[config.mk]
export PLATFORM = sky130hd
export DESIGN_NAME = prog_loader
export DESIGN_NICKNAME = d
export VERILOG_FILES = /design/src/rtl/prog_loader.sv
export SDC_FILE = /design/constraint.sdc
export NUM_CORES = 1
export LEC_CHECK = 0
export CAP_MARGIN = 10
export CORE_ASPECT_RATIO = 0.8
export CORE_MARGIN = 2
export CORE_UTILIZATION = 35
export DETAILED_ROUTE_END_ITERATION = 8
export PLACE_DENSITY_LB_ADDON = 0.25
export SKIP_CTS_REPAIR_TIMING = 1
export SLEW_MARGIN = 40
export SYNTH_ARGS = -nofsm -noshare
export SYNTH_HDL_FRONTEND = slang
export SYNTH_SLANG_ARGS = --single-unit
export TNS_END_PERCENT = 1
[constraint.sdc]
create_clock -name clk -period 5.25 [get_ports clk]
set_clock_uncertainty 0.15 [all_clocks]
set_input_delay 0.7875 -clock clk [delete_from_list [all_inputs] [get_ports clk]]
set_output_delay 0.7875 -clock clk [all_outputs]
set_load 0.05 [all_outputs]
[src/rtl/prog_loader.sv]
// Program loader for the 9-bit CPU: streams instruction words into the
// instruction memory from address 0, holds the CPU in reset while loading,
// releases it, then measures the run until the CPU reports done.
module prog_loader #(
  parameter int IW           = 9,
  parameter int AW           = 8,
  parameter int START_CYCLES = 2,
  parameter int CW           = 16
) (
  input  logic          clk,
  input  logic          rst_n,
  input  logic          load_req,
  input  logic          in_valid,
  output logic          in_ready,
  input  logic [IW-1:0] in_data,
  input  logic          in_last,
  output logic          im_we,
  output logic [AW-1:0] im_addr,
  output logic [IW-1:0] im_wdata,
  output logic          cpu_start,
  input  logic          cpu_done,
  output logic          busy,
  output logic          run_done,
  output logic          err,
  output logic [AW:0]   prog_len,
  output logic [CW-1:0] run_cycles
);

  localparam logic [2:0] S_IDLE  = 3'd0;
  localparam logic [2:0] S_LOAD  = 3'd1;
  localparam logic [2:0] S_START = 3'd2;
  localparam logic [2:0] S_RUN   = 3'd3;
  localparam logic [2:0] S_DONE  = 3'd4;
  localparam logic [2:0] S_ERR   = 3'd5;

  localparam logic [3:0]    START_LOAD = 4'(START_CYCLES - 1);
  localparam logic [CW-1:0] RUN_MAX    = {CW{1'b1}};
  localparam logic [AW-1:0] ADDR_MAX   = {AW{1'b1}};

  logic [2:0]    state_q, state_d;
  logic [AW-1:0] cnt_q, cnt_d;
  logic [AW:0]   prog_len_q, prog_len_d;
  logic [CW-1:0] run_cycles_q, run_cycles_d;
  logic [3:0]    start_cnt_q, start_cnt_d;
  logic          in_ready_q, in_ready_d;
  logic          cpu_start_q, cpu_start_d;
  logic          busy_q, busy_d;
  logic          run_done_q, run_done_d;
  logic          err_q, err_d;
  logic          accept;

  // Handshake: in_ready_q is only ever high in LOAD, so this is the word-accept strobe.
  assign accept = in_valid & in_ready_q;

  // Next-state, word counter, length capture and run-cycle measurement.
  always_comb begin
    state_d      = state_q;
    cnt_d        = cnt_q;
    prog_len_d   = prog_len_q;
    run_cycles_d = run_cycles_q;
    start_cnt_d  = start_cnt_q;
    case (state_q)
      S_IDLE: begin
        if (load_req) begin
          state_d = S_LOAD;
          cnt_d   = '0;
        end
      end
      S_LOAD: begin
        if (accept) begin
          cnt_d = cnt_q + 1'b1;
          if (in_last) begin
            state_d      = S_START;
            prog_len_d   = {1'b0, cnt_q} + (AW+1)'(1);
            start_cnt_d  = START_LOAD;
            run_cycles_d = '0;
          end else if (cnt_q == ADDR_MAX) begin
            // Last slot written with more words to come: the program does not fit.
            state_d    = S_ERR;
            prog_len_d = {1'b0, cnt_q} + (AW+1)'(1);
          end
        end
      end
      S_START: begin
        if (start_cnt_q == 4'd0) state_d = S_RUN;
        else                     start_cnt_d = start_cnt_q - 4'd1;
      end
      S_RUN: begin
        if (run_cycles_q != RUN_MAX) run_cycles_d = run_cycles_q + 1'b1;
        if (cpu_done) state_d = S_DONE;
      end
      S_DONE, S_ERR: begin
        if (load_req) begin
          state_d = S_LOAD;
          cnt_d   = '0;
        end
      end
      default: state_d = S_IDLE;
    endcase
  end

  // Registered status outputs derived from the state being entered.
  always_comb begin
    in_ready_d  = (state_d == S_LOAD);
    cpu_start_d = !((state_d == S_RUN) || (state_d == S_DONE));
    busy_d      = (state_d == S_LOAD) || (state_d == S_START) || (state_d == S_RUN);
    // run_done survives a reload until that load finishes.
    run_done_d  = (state_d == S_DONE) || (run_done_q && (state_d == S_LOAD));
    err_d       = (state_d == S_ERR);
  end

  // State and output registers with synchronous active-low reset.
  always_ff @(posedge clk) begin
    if (!rst_n) begin
      state_q      <= S_IDLE;
      cnt_q        <= '0;
      prog_len_q   <= '0;
      run_cycles_q <= '0;
      start_cnt_q  <= '0;
      in_ready_q   <= 1'b0;
      cpu_start_q  <= 1'b1;
      busy_q       <= 1'b0;
      run_done_q   <= 1'b0;
      err_q        <= 1'b0;
    end else begin
      state_q      <= state_d;
      cnt_q        <= cnt_d;
      prog_len_q   <= prog_len_d;
      run_cycles_q <= run_cycles_d;
      start_cnt_q  <= start_cnt_d;
      in_ready_q   <= in_ready_d;
      cpu_start_q  <= cpu_start_d;
      busy_q       <= busy_d;
      run_done_q   <= run_done_d;
      err_q        <= err_d;
    end
  end

  assign in_ready   = in_ready_q;
  assign im_we      = accept;
  assign im_addr    = cnt_q;
  assign im_wdata   = in_data;
  assign cpu_start  = cpu_start_q;
  assign busy       = busy_q;
  assign run_done   = run_done_q;
  assign err        = err_q;
  assign prog_len   = prog_len_q;
  assign run_cycles = run_cycles_q;

endmodule

==> run metrics <==
outcome=completed; hpwl dp=4100 µm; synthesis warning total=0; DP Cell Count=384; total number of vias=2170; Worst Tran Pin Value=0.721 ns; final slew viol count=0; clock latency on the worst-skew pair=0.29 ns; DRC=0; Avg WL per Cell=15.0 µm; global route total overflow=0; ys async rst share=0%; Initial Util=35.9%; Worst setup endpoint=im_we; crit path capture type=output port; most frequent cells in the layout=dfxtp_1 (45), clkdlybuf4s50_1 (44), a21oi_1 (25); Syn Nets=296; crit start category=input port; Final Non-Filler Cells=392; Synth-to-Final Area Change=19.9%; maximum fanout along the worst path=3; layout cell share with drive strength beyond 1=5.90%; Clock Sinks=45; Psw=0.000169 W; # IOs=63; initial antenna violation count=0; Die Y=78.9 µm; maximum vdd drop=0.109 mV; root buf cell=clkbuf_8; Synth Cell Area=2450 µm²; final setup vio count=0; combinational share of power=10.2%; Placeable Area=6820 µm²; synth unique cells=57; # nets final=323; Yosys reg bits=45; DR iter-0 viols=117; placed inst area=2860 µm²; final critical-path required period=3.27 ns; Post-Synthesis Cells=277; Final Cycle Share=62.3%; Row Count=27; clock power share=34.0%; Critical Path Start=in_valid; GPL Wtd Cong=0.794; vias in the first global route=2007; EDFF count, synth=0; first-pass GRT wire length=9940 µm; worst reg2reg setup slack=2.73 ns; most common cell after layout, fill and taps aside=dfxtp_1; Via density=5.54; die width=97.6 µm; switching part of the total=26.9%; # fillers=695; final core utilization=43.1%; htree depth=2; main flop type after synthesis=dfxtp_1; Multi-input gate area=1380 µm²; Pre-antenna DRT Iters=4; final hold vios=0; register area=901 µm²; Mapped Avg Cell Area=8.85 µm²; Reg2Reg Depth=4; Seq/Total Area, Yosys=36.8%; Diodes inserted=0; CTS Buf Count=5; RR Endpoint=run_cycles[14]; critical path arrival=2.34 ns; Slew headroom=51.6%; die area=7690 µm²; P per Cell Area=214 nW/µm²; CTS Buffer Depth=2; DRT Wirelength=5880 µm; largest net degree at the start of global routing=26; post-layout instance area=2940 µm²; CTS tree=yes; Worst-path clk slew=0.08 ns; gr usage total=15.4%; RSZ-0062 raised after global routing=no; RR Startpoint=state_q[1]; WP data required=4.31 ns; Internal=0.000459 W; Leak=0.934 nW; Seq pwr share=55.8%; IO Port Bufs=44; HP Class=reg -> reg; Max-Cap Viols=0; critical path class=in -> out; Final ANT Viol Nets=0; Max Fclk=305 MHz; setup_tns=0 ns
area by class of cell:
type | count | share of cell area (%)
clock buffers | 6 | 2.47
repair buffers | 44 | 15.0
clock inverters | 2 | 0.341
flip-flops and latches | 45 | 30.7
inverters | 7 | 0.894
well taps | 87 | 3.70
multi-input cells | 201 | 47.0
registers in the layout (all words and copies together) (netlist names):
name and flops:
busy 1, cpu_start 1, err 1, im_addr 8, in_ready 1, prog_len 9
run_cycles 16, run_done 1, start_cnt_q 4, state_q 3
critical path, cell delays in order:
cell             delay (ns)
clkdlybuf4s50_1        0.50
and2_1                 0.22
clkdlybuf4s50_1        0.83
cell usage after synthesis (all sizes together), types with 3 or more instances:
master	n	area [µm²]
a2111o	4	45.0
a211oi	11	108
a21oi	26	134
a311oi	3	26.3
and2	4	25.0
and3	5	31.3
and3b	3	26.3
and4	4	35.0
buf	16	116
clkbuf	8	30.0
dfxtp	45	901
ha	4	50.1
inv	7	26.3
mux2i	7	70.1
nand2	21	78.8
nand2b	7	43.8
nand3	11	60.1
nand3b	4	30.0
nand4	5	31.3
nor2	13	48.8
nor3	7	35.0
o21ai	9	45.0
o31ai	7	52.6
o41ai	4	35.0
or3	6	37.5
or4b	3	30.0
xnor2	4	35.0
through the flow:
stage	hold WS, ns	setup slack [ns]	total power [W]
after detailed placement	0.317	1.97	0.000423
after CTS	0.327	1.97	0.000633
after global routing	0.358	1.78	0.000655
after floorplan	0.288	2.95	0.000422
final	0.325	1.98	0.000628
after global placement	0.307	2.00	0.000422
per-layer routing:
metal	vias up	share of wire [%]	GRT usage, %
li1	1093	-	-
met1	1031	51	22.3
met2	42	44	23.2
met3	4	4.6	3.35
met4	0	0.58	4.31
met5	-	0	0
power by group through the flow:
stage / Combinational [W] / Sequential [W] / Clock (W)
global placement: 0.0000636 / 0.000358 / 0
global route: 0.0000692 / 0.000352 / 0.000234
floorplan: 0.0000539 / 0.000368 / 0
finish: 0.0000642 / 0.000351 / 0.000214
CTS: 0.0000646 / 0.000351 / 0.000218
detailed placement: 0.0000644 / 0.000359 / 0
cell families (layout without fill, tap and decap cells):
logic type	count (synthesis)	in the layout	share of synthesized area, %
AND/OR/NAND/NOR	103	103	24.6
AO/OA/AOI/OAI	81	81	24.6
flip-flops	45	45	36.8
buffers and inverters	31	59	7.04
multiplexers	7	7	2.86
XOR/XNOR	6	6	2.14
adder cells (fa/ha/maj)	4	4	2.04
worst min path at each step:
stage	to	cells after the start	from
floorplan	start_cnt_q[0]	1	start_cnt_q[0]
global placement	start_cnt_q[3]	2	start_cnt_q[3]
detailed placement	start_cnt_q[3]	2	start_cnt_q[3]
CTS	start_cnt_q[3]	2	start_cnt_q[3]
global route	start_cnt_q[3]	2	start_cnt_q[3]
finish	start_cnt_q[3]	2	start_cnt_q[3]
No activity file was read; power rests on OpenSTA's default activity.
